$ cat config.mk
export PLATFORM = sky130hd
export DESIGN_NAME = hazard_scoreboard
export DESIGN_NICKNAME = d
export VERILOG_FILES = /design/src/rtl/hazard_scoreboard.sv
export SDC_FILE = /design/constraint.sdc
export NUM_CORES = 1
export LEC_CHECK = 0
export ABC_AREA = 1
export CORE_MARGIN = 10
export CORE_UTILIZATION = 27
export CTS_CLUSTER_DIAMETER = 200
export DETAILED_ROUTE_END_ITERATION = 8
export HOLD_SLACK_MARGIN = 0.12
export RECOVER_POWER = 25
export SYNTH_ARGS = -nofsm -noshare
export SYNTH_HDL_FRONTEND = slang
export SYNTH_SLANG_ARGS = --single-unit
$ cat constraint.sdc
create_clock -name clk -period 1.7 [get_ports clk]
set_input_delay 0.17 -clock clk [delete_from_list [all_inputs] [get_ports clk]]
set_output_delay 0.17 -clock clk [all_outputs]
set_load 0.05 [all_outputs]
$ cat src/rtl/hazard_scoreboard.sv
`default_nettype none
// ============================================================================
// Module      : hazard_scoreboard
// Description : Tracks in-flight destination registers past ID and generates
//               stall, bubble, flush, forwarding selects and a stall counter.
// Revision    : 1.0 - initial release
// ============================================================================
module hazard_scoreboard #(
  parameter int RA_W     = 5,
  parameter int DEPTH    = 3,
  parameter int LOAD_LAT = 2,
  parameter int FWD_EN   = 1,
  parameter int CNT_W    = 16
) (
  input  logic                         clk,
  input  logic                         rst_n,
  input  logic                         id_valid,
  input  logic [RA_W-1:0]              id_rs,
  input  logic [RA_W-1:0]              id_rt,
  input  logic                         id_rs_used,
  input  logic                         id_rt_used,
  input  logic [RA_W-1:0]              id_rw,
  input  logic                         id_reg_wr,
  input  logic                         id_is_load,
  input  logic                         br_taken,
  output logic                         issue,
  output logic                         if_stall,
  output logic                         id_bubble,
  output logic                         flush,
  output logic [$clog2(DEPTH+1)-1:0]   fwd_a_sel,
  output logic [$clog2(DEPTH+1)-1:0]   fwd_b_sel,
  output logic [CNT_W-1:0]             stall_cycles
);

  localparam int SEL_W = $clog2(DEPTH+1);

  logic [DEPTH-1:0]           v_q;
  logic [DEPTH-1:0]           wr_q;
  logic [DEPTH-1:0]           ld_q;
  logic [DEPTH-1:0][RA_W-1:0] rw_q;
  logic [CNT_W-1:0]           cnt_q;
  logic [CNT_W-1:0]           cnt_d;

  logic             stall_a, stall_b, hz;
  logic [SEL_W-1:0] sel_a, sel_b;

  // Scan oldest to youngest so the youngest matching entry wins.
  function automatic logic [SEL_W:0] resolve(input logic [RA_W-1:0] src,
                                             input logic            used);
    logic             stl;
    logic [SEL_W-1:0] sel;
    stl = 1'b0;
    sel = '0;
    for (int k = DEPTH-1; k >= 0; k--) begin
      if (used && (src != '0) && v_q[k] && wr_q[k] && (rw_q[k] == src)) begin
        sel = SEL_W'(k + 1);
        stl = (FWD_EN == 0) || (ld_q[k] && (k < LOAD_LAT));
      end
    end
    if (FWD_EN == 0) sel = '0;
    return {stl, sel};
  endfunction

  always_comb begin
    {stall_a, sel_a} = resolve(id_rs, id_rs_used);
    {stall_b, sel_b} = resolve(id_rt, id_rt_used);
    hz = id_valid & (stall_a | stall_b);

    issue     = 1'b0;
    if_stall  = 1'b0;
    id_bubble = 1'b1;
    flush     = 1'b0;
    fwd_a_sel = '0;
    fwd_b_sel = '0;
    if (br_taken) begin
      flush = 1'b1;
    end else if (hz) begin
      if_stall = 1'b1;
    end else begin
      issue     = id_valid;
      id_bubble = ~id_valid;
      fwd_a_sel = sel_a;
      fwd_b_sel = sel_b;
    end
  end

  always_comb begin
    cnt_d = cnt_q;
    if (if_stall && (cnt_q != {CNT_W{1'b1}}))
      cnt_d = cnt_q + 1'b1;
  end

  // Entries shift every cycle; a stalled or flushed slot enters as a bubble.
  always_ff @(posedge clk or negedge rst_n) begin
    if (!rst_n) begin
      v_q   <= '0;
      wr_q  <= '0;
      ld_q  <= '0;
      rw_q  <= '0;
      cnt_q <= '0;
    end else begin
      for (int k = 1; k < DEPTH; k++) begin
        v_q[k]  <= v_q[k-1];
        wr_q[k] <= wr_q[k-1];
        ld_q[k] <= ld_q[k-1];
        rw_q[k] <= rw_q[k-1];
      end
      v_q[0]  <= issue;
      wr_q[0] <= issue & id_reg_wr;
      ld_q[0] <= issue & id_is_load;
      rw_q[0] <= issue ? id_rw : '0;
      cnt_q   <= cnt_d;
    end
  end

  assign stall_cycles = cnt_q;

endmodule
`default_nettype wire

# Word-level counts from Yosys, hierarchy flattened
# Index checks and enable logic that the tools add are counted.
dict set report totals {
  ff_bits 39
  inputBits 23
  out_inout_bits 24
  word_cells 65
}
dict set report op_classes {
  add_sub_neg 1
  n_eq_ne 7
  muxes 22
  bitwise_logic 5
  n_reduce_logical 23
}
# cell count
set op_table {}
lappend op_table {{5-bit == test} 6}
lappend op_table {{1-bit logical AND} 21}
lappend op_table {{2-bit two-way mux} 10}
lappend op_table {{16-bit by 1-bit adder with 16-bit output (second input constant)} 1}
lappend op_table {{16-bit inequality test (second input constant)} 1}
lappend op_table {{1-bit two-way mux} 11}
lappend op_table {{5-bit nonzero test} 2}
lappend op_table {{5-bit two-way mux} 1}
lappend op_table {{1-bit bitwise AND} 3}
lappend op_table {{1-bit inverter} 1}
lappend op_table {{1-bit bitwise OR} 1}

# Longest topological paths before layout
dict set report logic_depth {
  depth_word 12
  ltp_mapped 14
  ltp_nobuf 14
}

# Least setup slack after synthesis
# OpenSTA, ideal clock, no wires.
dict set report synth_timing {
  path_kind {flip-flop to output port}
  startpoint {register rw_q[1] in the netlist's numbering}
  endpoint {output port fwd_a_sel[1]}
  t_arrival_ns 1.993
  t_required_ns 1.530
  setup_slack_ns -0.463
  stages_incl_launch_ff 12
  n_path_buf 0
  cell_sequence {dfrtp_1 > inv_1 > nand2_1 > nand3_1 > nand3b_1 > nand3_2 > nand2_2 > nand2_4 > nand2_4 > nand2_1 > nand2_1 > a21oi_1}
}
dict set report synth_between {
  elab_chain_len 7
  word_cells_on_any_way 11
  classes_between {eq/ne (2); mux (5); bitwise (2); reduce/logical (2)}
}
# item line_no
set synth_lines {}
lappend synth_lines {{start, declared} 40} ;# logic [DEPTH-1:0][RA_W-1:0] rw_q;
lappend synth_lines {{start signal, assigned by index} 106} ;# rw_q[k] <= rw_q[k-1];
lappend synth_lines {{5-bit == test} 55} ;# if (used && (src != '0) && v_q[k] && wr_q[k] && (rw_q[k] == src)) begin
lappend synth_lines {{1-bit logical AND} 55}
lappend synth_lines {{1-bit two-way mux} 55}
lappend synth_lines {{1-bit bitwise OR} 67} ;# hz = id_valid & (stall_a | stall_b);
lappend synth_lines {{1-bit bitwise AND} 67}
lappend synth_lines {{2-bit two-way mux (*)} 77} ;# end else if (hz) begin
lappend synth_lines {{2-bit two-way mux (*)} 75} ;# if (br_taken) begin
lappend synth_lines {{end, declared} 30} ;# output logic [$clog2(DEPTH+1)-1:0] fwd_a_sel,
# Mark *: on every way between the ends. The rest lies on a longest branch, timed or not.

# Worst setup path after layout
dict set report layout_timing {
  startpoint {register rw_q[8] in the netlist's numbering}
  endpoint {output port issue}
}
dict set report layout_between {
  elab_chain_len 8
  word_cells_on_any_way 12
  classes_between {eq/ne (2); mux (6); bitwise (2); reduce/logical (2)}
}
# item line_no
set layout_lines {}
lappend layout_lines {{5-bit == test} 55}
lappend layout_lines {{1-bit logical AND} 55}
lappend layout_lines {{1-bit two-way mux (2 in a row)} 55}
lappend layout_lines {{1-bit bitwise OR (*)} 67}
lappend layout_lines {{1-bit bitwise AND (*)} 67}
lappend layout_lines {{1-bit two-way mux (*)} 77}
lappend layout_lines {{1-bit two-way mux (*)} 75}
lappend layout_lines {{end, declared} 26} ;# output logic issue,
# Marked as above.

==> results_dict.tcl <==
set metrics [dict create \
    run_status "finished, violations left" \
    failed_checks "negative setup slack" \
    internal-power_uw 1380 \
    antenna_cells 0 \
    switchingPower_uw 554 \
    drcViolationCount 0 \
    finalCriticalPeriod_ps 2180 \
    hold_class "in2reg" \
    post-place-cells 512 \
    vias 2455 \
    cap_violations 0 \
    worstSetupPathType "reg2out" \
    powerDensity_nw_per_um2 520 \
    slew_violations 0 \
    grt_pass1_vias 2551 \
    hold_viol_final 0 \
    ys_seq_area_share_pct 41.0 \
    fillers 859 \
    firstDrtPassIters 4 \
    p_comb_share_pct 15.6 \
    ys_types 28 \
    io_pins 47 \
    cts_tree "built" \
    cts_buffer_depth 2 \
    synth-edff-count 0 \
    core-area_um2 8640 \
    yosys_register_bits 39 \
    clock_latency_ps 300 \
    hp-start "id_rw[4]" \
    setup_violations 31 \
    synth_top_area_share_pct 41.0 \
    instances_no_fill 533 \
    post-place-ws_ps -510 \
    via_per_inst 4.61 \
    cp-startpoint "rw_q[8]" \
    setup_ws_ps -479 \
    dp_hpwl_um 5570 \
    drt_iter0_drc 118 \
    wl_per_cell_um 13.4 \
    required_ps 1530 \
    arrival_ps 2010 \
    ys_warn_count 0 \
    path_clk_slew_ps 90 \
    fin_crit_sh_pct 128 \
    tightest_slew_ps 666 \
    switching_share_pct 28.6 \
    synth_area_leaders "dfrtp_1, nand2_1, nand4_1" \
    area_growth_pct 56.4 \
    reg2reg_from "rw_q[8]" \
    crit_fanout 4 \
    drive_gt1_share_pct 37.2 \
    die-area_um2 13000 \
    ant_nets 0 \
    async_flop_share_pct 100 \
    power_frac_seq_pct 50.1 \
    port_buffers 46 \
    nets 448 \
    grt_pass1_wl_um 12000 \
    overflow 0 \
    power.share.clock_pct 34.4 \
    vdd_drop_max_mv 0.230 \
    die_height_um 114 \
    htreeDepth 2 \
    die-width_um 114 \
    clock_sinks 39 \
    synth_area_um2 2380 \
    synth_fp_nets 352 \
    initial_utilization_pct 27.6 \
    fmax_mhz 459 \
    routed_wl_um 7160 \
    finClkSkew_ps 6.91 \
    slew_headroom_pct 55.6 \
    antenna_found_initial 0 \
    syn_avg_cell_area_um2 7.26 \
    postLayoutCoreUtil_pct 43.1 \
    cts_buffers 5 \
    timing.reg2reg.setup_slack_ps -330 \
    gp_congestion 0.862 \
    yosysMostFrequentCell "nand2_1" \
    rsz0062_at_grt "yes" \
    root_buffer "clkbuf_8" \
    ys_top_cells_by_count "nand2_1, dfrtp_1, inv_1" \
    leakage_uw 0.00185 \
    grt_max_degree 29 \
    yosysTopAreaCell "dfrtp_1" \
    synthCells 328 \
    track_usage_pct 11.3 \
    ys.flop_type "dfrtp_1" \
    rows 34 \
    start_kind "register" \
    worst_setup_path_end_kind "primary output" \
]
-- critical path, stage by stage, from the launching register on --
cell and delay (ps):
dfrtp_1 440, buf_6 140, nand2_2 50, nand2_1 40
nor2_1 90, nand2_1 80, nor2_2 130, nand3_2 80
nand2_2 90, nand2_4 60, buf_6 120, nand4_4 80
clkinvlp_4 130, buf_12 160
-- worst paths after layout --
check	depth (start not counted)	endpoint
max	13	issue
min	3	rw_q[4]
max reg2reg	15	v_q[0]
min reg2reg	0	v_q[2]
max in group asynchronous	3	rw_q[3]
min in group asynchronous	2	rw_q[12]
-- state kept, by name, indices dropped and copies added, names as in the netlist --
name / flops
stall_cycles: 16
rw_q: 15
v_q: 3
wr_q: 3
ld_q: 2
-- metal layers --
| layer | vias up | wire (µm) | track usage, % | share of wire [%] |
|---|---|---|---|---|
| met5 | - | 0 | 0 | 0 |
| met4 | 0 | 92 | 3.76 | 1.3 |
| met1 | 1154 | 3290 | 13.9 | 46 |
| met2 | 67 | 3330 | 18.5 | 47 |
| li1 | 1225 | - | - | - |
| met3 | 9 | 454 | 3.04 | 6.3 |
-- what timing repair did --
item / CTS / global route
cloned: 0 / 0
endpoints found under the setup margin: 23 / 31
gates resized for setup: 30 / 23
pin swaps: 14 / 18
endpoints found under the hold margin: 26 / 0
setup buffers: 6 / 6
hold buffers: 1 / 0
-- power groups by stage --
stage / clock (µW) / combinational, µW / sequential, µW
3_5_place_dp: 0 / 275 / 987
4_1_cts: 688 / 289 / 968
3_3_place_gp: 0 / 273 / 986
5_1_grt: 737 / 330 / 972
6_report: 665 / 301 / 969
2_1_floorplan: 0 / 124 / 982
-- cell usage in the layout (no fill, tap or decap), types with 2 or more instances in the layout --
| cell | synthesis | layout |
|---|---|---|
| nand4_4 | 0 | 3 |
| nand3b_1 | 2 | 2 |
| nor3_1 | 6 | 4 |
| nor2_2 | 4 | 7 |
| nor2_1 | 30 | 21 |
| nand3_2 | 1 | 3 |
| a21oi_1 | 4 | 3 |
| nand2_2 | 1 | 20 |
| dlygate4sd2_1 | 0 | 2 |
| a21oi_4 | 1 | 2 |
| buf_4 | 3 | 52 |
| nand4_1 | 26 | 26 |
| clkdlybuf4s50_1 | 0 | 16 |
| inv_2 | 10 | 12 |
| dlymetal6s2s_1 | 0 | 3 |
| nand2_4 | 3 | 4 |
| buf_12 | 0 | 9 |
| dfrtp_2 | 0 | 11 |
| inv_1 | 38 | 35 |
| o211ai_1 | 3 | 3 |
| dfrtp_1 | 39 | 28 |
| nand2_1 | 116 | 95 |
| xor2_1 | 7 | 7 |
| xnor2_1 | 9 | 8 |
| clkbuf_8 | 0 | 5 |
| nand3_1 | 12 | 9 |
| clkinvlp_4 | 0 | 3 |
| nor2_4 | 0 | 6 |
| buf_6 | 1 | 10 |
| o21ai_1 | 2 | 3 |
| nor3_2 | 1 | 3 |
-- logic make-up after synthesis --
| logic type | synth area share [%] |
|---|---|
| AO/OA/AOI/OAI | 3.37 |
| XOR/XNOR | 5.89 |
| adder cells (fa/ha/maj) | 0.526 |
| buffers and inverters | 9.78 |
| flip-flops | 41.0 |
| AND/OR/NAND/NOR | 39.4 |
-- metrics by stage --
step	TNS [ps]	cell area [µm²]	total power, µW	hold WS (ps)
detailed placement	-12540	3370	1260	245
floorplan	-447	2500	1110	-126
finish	-7830	3720	1940	376
CTS	-5250	3610	1950	367
global placement	-12940	3370	1260	246
global route	-11920	3720	2040	367
-- cell type report --
class / count / area [µm²] / area share [%]
repair buffers: 96 / 936 / 25.1
flip-flops and latches: 39 / 990 / 26.6
clock inverters: 3 / 23.8 / 0.639
inverters: 48 / 184 / 4.94
multi-input cells: 234 / 1390 / 37.2
well taps: 108 / 135 / 3.63
clock buffers: 5 / 68.8 / 1.85
Power figures use the tool's default switching activity.
